**src/rtl/sm3_pad_pkg.sv**
```systemverilog
// Shared types, constants and helpers for the SM3 message padding stage.
package sm3_pad_pkg;

    localparam int         SM3_INPT_DW_32 = 32;
    localparam int         SM3_INPT_DW_64 = 64;
    localparam logic [7:0] PAD_BYTE       = 8'h80;

    typedef enum logic [1:0] {
        IDLE = 2'd0,
        DATA = 2'd1,
        PAD  = 2'd2,
        LEN  = 2'd3
    } pad_state_e;

    // Words per 512-bit block for a given word width.
    function automatic int wpb_f(input int dw);
        return 512 / dw;
    endfunction

    // Position of the first length word inside the final block.
    function automatic int len_pos_f(input int dw);
        return (dw == SM3_INPT_DW_64) ? 7 : 14;
    endfunction

    // Number of valid bytes in a (MSB-aligned, up to 8-bit) byte mask.
    function automatic logic [3:0] mask_to_bytes(input logic [7:0] mask);
        logic [3:0] n;
        n = '0;
        for (int i = 0; i < 8; i++) begin
            n = n + {3'b000, mask[i]};
        end
        return n;
    endfunction

    // Keep valid bytes, put 0x80 in the first invalid byte, zero the rest.
    // Data and mask are MSB-aligned in a 64-bit / 8-bit container; byte 0 is the MSB byte.
    function automatic logic [63:0] pad_last_word(input logic [63:0] d, input logic [7:0] mask);
        logic [63:0] r;
        logic        prev_vld;
        r        = '0;
        prev_vld = 1'b1;
        for (int i = 0; i < 8; i++) begin
            if (mask[7-i]) begin
                r[63-8*i -: 8] = d[63-8*i -: 8];
            end else if (prev_vld) begin
                r[63-8*i -: 8] = PAD_BYTE;
            end
            prev_vld = mask[7-i];
        end
        return r;
    endfunction

endpackage

```
**src/rtl/sm3_pad_lst_wrd.sv**
```systemverilog
// Combinational merge of the final message word: inserts the 0x80 pad byte after
// the last valid byte, zeroes the trailing bytes and reports the valid-byte count.
module sm3_pad_lst_wrd
    import sm3_pad_pkg::*;
#(
    parameter int INPT_DW = SM3_INPT_DW_32
) (
    input  logic [INPT_DW-1:0]   d_i,
    input  logic [INPT_DW/8-1:0] mask_i,
    output logic [INPT_DW-1:0]   d_o,
    output logic [3:0]           nbytes_o
);

    logic [63:0] d_al;
    logic [7:0]  m_al;
    logic [63:0] merged;

    // Align the word into the 64-bit helper container, merge, and slice back.
    always_comb begin
        d_al                   = '0;
        m_al                   = '0;
        d_al[63 -: INPT_DW]    = d_i;
        m_al[7 -: INPT_DW/8]   = mask_i;
        merged                 = pad_last_word(d_al, m_al);
        d_o                    = merged[63 -: INPT_DW];
        nbytes_o               = mask_to_bytes(m_al);
    end

    // For narrow words the low half of the container carries no information.
    if (INPT_DW < 64) begin : g_narrow
        logic unused_lo;
        assign unused_lo = ^merged[63-INPT_DW:0];
    end

endmodule

```
**src/rtl/sm3_pad_core.sv**
```systemverilog
// SM3 message padding stage: forwards message words with one cycle of latency
// and appends the 0x80 marker, zero fill and the 64-bit big-endian bit length,
// closing out whole 512-bit blocks.
//
// state | meaning
// ------+---------------------------------------------------------------
// IDLE  | waiting for the first word of a message, rdy high
// DATA  | forwarding message words, rdy high
// PAD   | emitting the pending 0x80 word (full last word) and zero fill
// LEN   | emitting the length word(s); last one carries pad_otpt_lst
module sm3_pad_core
    import sm3_pad_pkg::*;
#(
    parameter int INPT_DW = SM3_INPT_DW_32
) (
    input  logic                 clk,
    input  logic                 rst_n,
    input  logic [INPT_DW-1:0]   msg_inpt_d,
    input  logic                 msg_inpt_vld,
    input  logic                 msg_inpt_lst,
    input  logic [INPT_DW/8-1:0] msg_inpt_vld_byte,
    output logic                 msg_inpt_rdy,
    output logic [INPT_DW-1:0]   pad_otpt_d,
    output logic                 pad_otpt_vld,
    output logic                 pad_otpt_lst
);

    localparam int WPB = wpb_f(INPT_DW);
    localparam int CW  = $clog2(WPB);

    localparam logic [CW-1:0]      LEN_POS  = CW'(len_pos_f(INPT_DW));
    localparam logic [CW-1:0]      LAST_POS = CW'(WPB - 1);
    localparam logic [INPT_DW-1:0] PAD_WORD = {PAD_BYTE, {(INPT_DW-8){1'b0}}};

    pad_state_e         state_q;
    logic [CW-1:0]      wcnt_q;
    logic [63:0]        bitlen_q;
    logic               one_pend_q;
    logic               rdy_q;
    logic [INPT_DW-1:0] otpt_d_q;
    logic               otpt_vld_q;
    logic               otpt_lst_q;

    logic [INPT_DW-1:0] lst_d;
    logic [3:0]         lst_nbytes;
    logic               lst_full;
    logic               accept;
    logic [CW-1:0]      wcnt_d;
    logic [63:0]        lst_bits;

    sm3_pad_lst_wrd #(
        .INPT_DW (INPT_DW)
    ) u_lst_wrd (
        .d_i      (msg_inpt_d),
        .mask_i   (msg_inpt_vld_byte),
        .d_o      (lst_d),
        .nbytes_o (lst_nbytes)
    );

    // Handshake qualification and next word position.
    always_comb begin
        accept   = msg_inpt_vld & rdy_q;
        lst_full = &msg_inpt_vld_byte;
        wcnt_d   = wcnt_q + 1'b1;
        lst_bits = {57'd0, lst_nbytes, 3'b000};
    end

    // Padding FSM with registered outputs; every emitted word advances wcnt.
    always_ff @(posedge clk or negedge rst_n) begin
        if (!rst_n) begin
            state_q    <= IDLE;
            wcnt_q     <= '0;
            bitlen_q   <= '0;
            one_pend_q <= 1'b0;
            rdy_q      <= 1'b0;
            otpt_d_q   <= '0;
            otpt_vld_q <= 1'b0;
            otpt_lst_q <= 1'b0;
        end else begin
            otpt_vld_q <= 1'b0;
            otpt_lst_q <= 1'b0;
            otpt_d_q   <= '0;
            case (state_q)
                IDLE, DATA: begin
                    rdy_q <= 1'b1;
                    if (accept) begin
                        otpt_vld_q <= 1'b1;
                        wcnt_q     <= wcnt_d;
                        if (!msg_inpt_lst) begin
                            otpt_d_q <= msg_inpt_d;
                            bitlen_q <= bitlen_q + 64'(INPT_DW);
                            state_q  <= DATA;
                        end else begin
                            // A full last word passes unchanged; its marker follows in PAD.
                            otpt_d_q   <= lst_d;
                            bitlen_q   <= bitlen_q + lst_bits;
                            one_pend_q <= lst_full;
                            rdy_q      <= 1'b0;
                            state_q    <= (!lst_full && (wcnt_d == LEN_POS)) ? LEN : PAD;
                        end
                    end
                end
                PAD: begin
                    otpt_vld_q <= 1'b1;
                    otpt_d_q   <= one_pend_q ? PAD_WORD : '0;
                    one_pend_q <= 1'b0;
                    wcnt_q     <= wcnt_d;
                    state_q    <= (wcnt_d == LEN_POS) ? LEN : PAD;
                end
                LEN: begin
                    otpt_vld_q <= 1'b1;
                    if (wcnt_q == LAST_POS) begin
                        otpt_d_q   <= bitlen_q[INPT_DW-1:0];
                        otpt_lst_q <= 1'b1;
                        bitlen_q   <= '0;
                        wcnt_q     <= '0;
                        rdy_q      <= 1'b1;
                        state_q    <= IDLE;
                    end else begin
                        otpt_d_q <= bitlen_q[63 -: INPT_DW];
                        wcnt_q   <= wcnt_d;
                    end
                end
                default: begin
                    state_q <= IDLE;
                end
            endcase
        end
    end

    assign msg_inpt_rdy = rdy_q;
    assign pad_otpt_d   = otpt_d_q;
    assign pad_otpt_vld = otpt_vld_q;
    assign pad_otpt_lst = otpt_lst_q;

endmodule

```
**config.mk**
```make
export PLATFORM = sky130hd
export DESIGN_NAME = sm3_pad_core
export DESIGN_NICKNAME = d
export VERILOG_FILES = /design/src/rtl/sm3_pad_pkg.sv /design/src/rtl/sm3_pad_lst_wrd.sv /design/src/rtl/sm3_pad_core.sv
export SDC_FILE = /design/constraint.sdc
export NUM_CORES = 1
export LEC_CHECK = 0
export BUFFER_PORTS_ARGS = -buffer_cell sky130_fd_sc_hd__buf_2
export CELL_PAD_IN_SITES_DETAIL_PLACEMENT = 1
export CELL_PAD_IN_SITES_GLOBAL_PLACEMENT = 2
export CORE_UTILIZATION = 27
export DETAILED_ROUTE_END_ITERATION = 10
export MAX_ROUTING_LAYER = met4
export PLACE_DENSITY = 0.62
export REMOVE_ABC_BUFFERS = 1
export SLEW_MARGIN = 0
export SYNTH_ARGS = -nofsm -noshare
export SYNTH_HDL_FRONTEND = slang
export SYNTH_SLANG_ARGS = --single-unit
```
**constraint.sdc**
```tcl
create_clock -name clk -period 5 [get_ports clk]
set_input_delay 1 -clock clk [delete_from_list [all_inputs] [get_ports clk]]
set_output_delay 1 -clock clk [all_outputs]
set_load 0.02 [all_outputs]
```
# Word-level counts from Yosys, hierarchy flattened
# Index checks and enable logic that the tools add are counted.
# op_classes
add_sub_neg	6
n_mul	0
n_div	0
order_cmp	0
eq_ne	8
shifts	0
muxes	36
bitwise_logic	1
reduce_logical	12
# op_table
op	n
$mux 64	3
$mux 32	4
$pmux 64 s2	1
$pmux 32 s3	1
$add 64x6->64 const B	1
$add 64x7->64	1
$mux 8	7
$pmux 4 s3	1
$mux 1	10
$add 4x1->4	2
$eq 4x4->1 const B	2
$mux 4	2
$mux 2	3
$ne 2x2->1 const B	3
$pmux 1 s2	3
$pmux 2 s3	1
$reduce_and 3->1	2
$add 4x1->4 const B	1
$eq 2x2->1 const B	2
$reduce_and 2->1	2
$reduce_and 4->1	1
$reduce_bool 2->1	2
$reduce_or 2->1	2
$add 1x1->2	1
other kinds (5)	5
# word_totals
regBits	106
latchBits	0
ramBits	0
mem_bits_ro	0
input_bits	40
output_inout_bits	35
elab_cells	71
mem_count	0

# Depth between registers and ports, before layout
# logic_depth
ltp_word	7
ltp_mapped	12
mapped_depth_nobuf	11

# Hierarchy
# From an unflattened synthesis, not the netlist that was laid out.
# unflattened
cells_unflattened	590
hier_area_um2	5736.8
# by_module_without_submodules
mod	n_inst	cells_each	area_each_um2	seq_area_each_um2
sm3_pad_core	1	548	5446.5	2577.5
sm3_pad_lst_wrd	1	42	290.3	0.0

# Worst setup path before layout
# OpenSTA, ideal clock, no wires.
# synth_timing
path_type	input -> register
startpoint	input port msg_inpt_vld_byte[0]
endpoint	register bitlen_q[48]
setup_ns	0.078
arrival_ns	3.606
required_ns	4.922
path_slack_ns	1.316
stages	12
n_path_buf	1
cell_sequence	ha_1 inv_1 fa_1 inv_1 ha_1 ha_1 nand3_1 a31oi_2 nand2_1 clkbuf_1 or4_1 a21oi_1
# synth_via
elab_chain_len	7
# synth_rtl
item	line_no	source
from (decl)	sm3_pad_core.sv:21	input logic [INPT_DW/8-1:0] msg_inpt_vld_byte,
$add 1x1->2	sm3_pad_pkg.sv:30	n = n + {3'b000, mask[i]};
$add 4x1->4 (2 in a row)	sm3_pad_pkg.sv:30	
$add 64x7->64	sm3_pad_core.sv:96	bitlen_q <= bitlen_q + lst_bits;
$mux 64	sm3_pad_core.sv:89	if (!msg_inpt_lst) begin
$mux 64	sm3_pad_core.sv:86	if (accept) begin
$pmux 64 s2	sm3_pad_core.sv:83	case (state_q)
to (signal assigned)	sm3_pad_core.sv:91	bitlen_q <= bitlen_q + 64'(INPT_DW);
to (signal assigned)	sm3_pad_core.sv:96	
to (decl)	sm3_pad_core.sv:37	logic [63:0] bitlen_q;
# Every way passes these cells. The select of a mux whose other input is x is not followed.
# A chain may end at the register's enable or synchronous reset.

# Final worst setup path
# layout_timing
startpoint	input port msg_inpt_vld_byte[1]
endpoint	register bitlen_q[58]
# Same word-level chain as after synthesis.

==> results.toml <==
[synthesis]
synth_cells = 601
synth_cell_types = 46
synth-main-ff-cell = "dfrtp_1"
yosysWarnings = 0
async_flop_share = 1.00
avgSynthCellArea_um2 = 9.21
netlist_area_mm2 = 0.00554
synth_edf_count = 0
synth.yosys.seq_area_share = 0.466
synth_seq_cells = 103

[timing]
finalCritPeriodShare = 0.751
rsz0062_at_grt = "no"
clock_skew_ns = 0.00840
finalHoldViolCount = 0
setup_viol = 0
maxSlewViolCount = 0
slew-limit-headroom = 0.283
finalCriticalPeriod_ns = 3.76
tns_ns = 0
max_freq_mhz = 266
max_slew.worst_pin.slew_ns = 1.08

[floorplanning]
chipHeight_um = 145
core_mm2 = 0.0202
fp-row-count = 52
ios = 75
die_w_um = 145
initial_utilization = 0.275
die_area_mm2 = 0.0211

[job]
drv_cap = 0

[global_routing]
grt_use_total = 0.186
grt_max_degree = 75
grt_pass1_vias = 5232
antenna_found_initial = 0
overflow = 0
grt_pass1_wl_um = 29700

[clocking]
cts_setup_buffers = 0
clock-sinks = 103
cts_tree = "yes"
cts.path.max_buffers = 2
clkTransAtPathRegs_ns = 0.07
clock_latency_ns = 0.36
cts-root-buf = "clkbuf_16"
cts_buffers = 9
cts-htree-levels = 3
holdBufCountCts = 0
cts_resized = 0

[pwr]
ir_worst_vdd_mv = 0.160
p_sw_w = 0.000862
combPwrFrac = 0.258
p_int_w = 0.00156
sequentialPowerShare = 0.421
p_leak_nw = 2.76
switching_share = 0.356
p_clk_frac = 0.321
power.density_mw_per_mm2 = 373

[finish]
final_cells = 939
drive_gt1_frac = 0.161
area_growth_pct = 17.4
layout_commonest_cell = "dfrtp_1"
mostFrequentLayoutCells = "dfrtp_1, buf_2, nand2_1, a21oi_1"
n_antenna_cell = 0
nets = 715

[drt]
ant_nets = 0
via_per_inst = 5.22
drt_iter0_drc = 243
finalWirelength_um = 18100
drt_pass1_iterations = 4
drc = 0
route.vias.total = 4905
wl_per_cell_um = 19.3

[worst_setup_path]
ff2ff_path_depth = 5
reg2reg_to = "bitlen_q[31]"
crit_path_start_kind = "input pin"
arrival_ns = 4.04
end_kind = "flop"
required_ns = 5.28
rr_startpoint = "wcnt_q[0]"
crit_fanout = 9
rrSetupSlack_ns = 2.10
worst-setup-path-type = "input pin to flop"

[hold_path]
min_path_type = "flop to flop"
hold_end = "wcnt_q[1]"
holdPathStages = 2
worstHoldStart = "wcnt_q[1]"

[place]
place_congestion = 0.774
port_buffers = 74
place_hpwl_um = 12800
dp.cells = 924

[status]
outcome = "complete, no violations"
==> per-stage QoR <==
stage               cell area (um2)   util  hold WS (ns)  power, W  setup slack [ns]
finish                         6500  0.322         0.546   0.00242              1.24
global route                   6500  0.322         0.585   0.00257              1.07
CTS                            6500  0.322         0.557   0.00247              1.26
detailed placement             6190  0.307         0.538   0.00167             0.887
global placement               6190  0.307         0.520   0.00166              1.00
floorplan                      5420      -         0.494   0.00140             0.855
==> layer usage <==
| layer | GRT usage | vias up | routed length, um |
|---|---|---|---|
| li1 | - | 2328 | - |
| met1 | 0.239 | 2475 | 8470 |
| met2 | 0.300 | 79 | 8740 |
| met3 | 0.0280 | 23 | 531 |
| met4 | 0.0595 | 0 | 338 |
| met5 | - | - | 0 |
==> Yosys cell counts (2+ instances only) <==
cell type	instances	area, um2
clkbuf_1	21	78.8
a21oi_1	58	290
ha_1	8	100
nand2_1	66	248
a22o_1	3	26.3
or3_1	15	93.8
dfrtp_1	103	2580
mux2i_1	22	220
fa_1	2	40.0
xnor2_1	3	26.3
o2111ai_1	2	17.5
nand2b_1	2	12.5
nor2b_1	5	31.3
or4_1	24	180
nor2_1	49	184
o31a_1	2	17.5
and3_1	5	31.3
nand3_1	26	130
o31ai_1	25	188
xor2_1	17	149
nand4_2	3	37.5
o22a_1	2	17.5
o21ai_0	48	240
inv_1	21	78.8
buf_2	5	25.0
nor4_1	4	25.0
o22ai_1	4	25.0
nand4b_1	2	17.5
nor3_1	6	30.0
nand4_4	2	42.5
nand4_1	31	194
==> power by group through the flow <==
stage	combinational (W)	sequential, W	clock, W
after floorplan	0.000334	0.00106	0
after global placement	0.000622	0.00103	0
after detailed placement	0.000638	0.00104	0
after CTS	0.000641	0.00102	0.000806
after global routing	0.000696	0.00104	0.000834
final	0.000625	0.00102	0.000778
==> worst max-delay path by stage <==
stage / to / depth (start not counted) / start / slack [ns]
after floorplan: bitlen_q[61] / 11 / msg_inpt_vld_byte[0] / 0.86
after global placement: bitlen_q[46] / 13 / msg_inpt_vld_byte[1] / 1.00
after detailed placement: bitlen_q[46] / 13 / msg_inpt_vld_byte[1] / 0.89
after CTS: bitlen_q[42] / 13 / msg_inpt_vld_byte[1] / 1.26
after global routing: bitlen_q[42] / 13 / msg_inpt_vld_byte[1] / 1.07
final: bitlen_q[58] / 12 / msg_inpt_vld_byte[1] / 1.24
==> state kept, by name, indices dropped and copies added, names as in the netlist <==
| register | cells |
|---|---|
| bitlen_q | 61 |
| pad_otpt_d | 32 |
| wcnt_q | 4 |
| state_q | 2 |
| msg_inpt_rdy | 1 |
| one_pend_q | 1 |
| pad_otpt_lst | 1 |
| pad_otpt_vld | 1 |
==> worst max-delay path, cell delays in order <==
cell and delay [ns]:
buf_2 0.12, ha_1 0.27, inv_1 0.05, fa_1 0.35, inv_1 0.06, ha_1 0.25, ha_1 0.30, nand3_1 0.12
a31oi_2 0.34, nand3_1 0.38, or4_1 0.63, a21oi_1 0.16
==> area by class of cell <==
cell class                 instances  area [um2]
sequential                       103        2580
inverter                          22        82.6
clock inverter                     4        70.1
multi-input combinational        448        2770
tap                              270         338
clock buffer                      11         243
timing repair buffer              81         425
fill                            2356       13700
==> kinds of logic after synthesis <==
logic type      Yosys count  synth area share
fa+ha+maj                10            0.0253
simple gates            244             0.235
flops                   103             0.466
mux                      22            0.0398
buf+inv                  50            0.0364
compound gates          152             0.166
xor+xnor                 20            0.0316
Note: power is estimated with default switching activity, not from simulation.
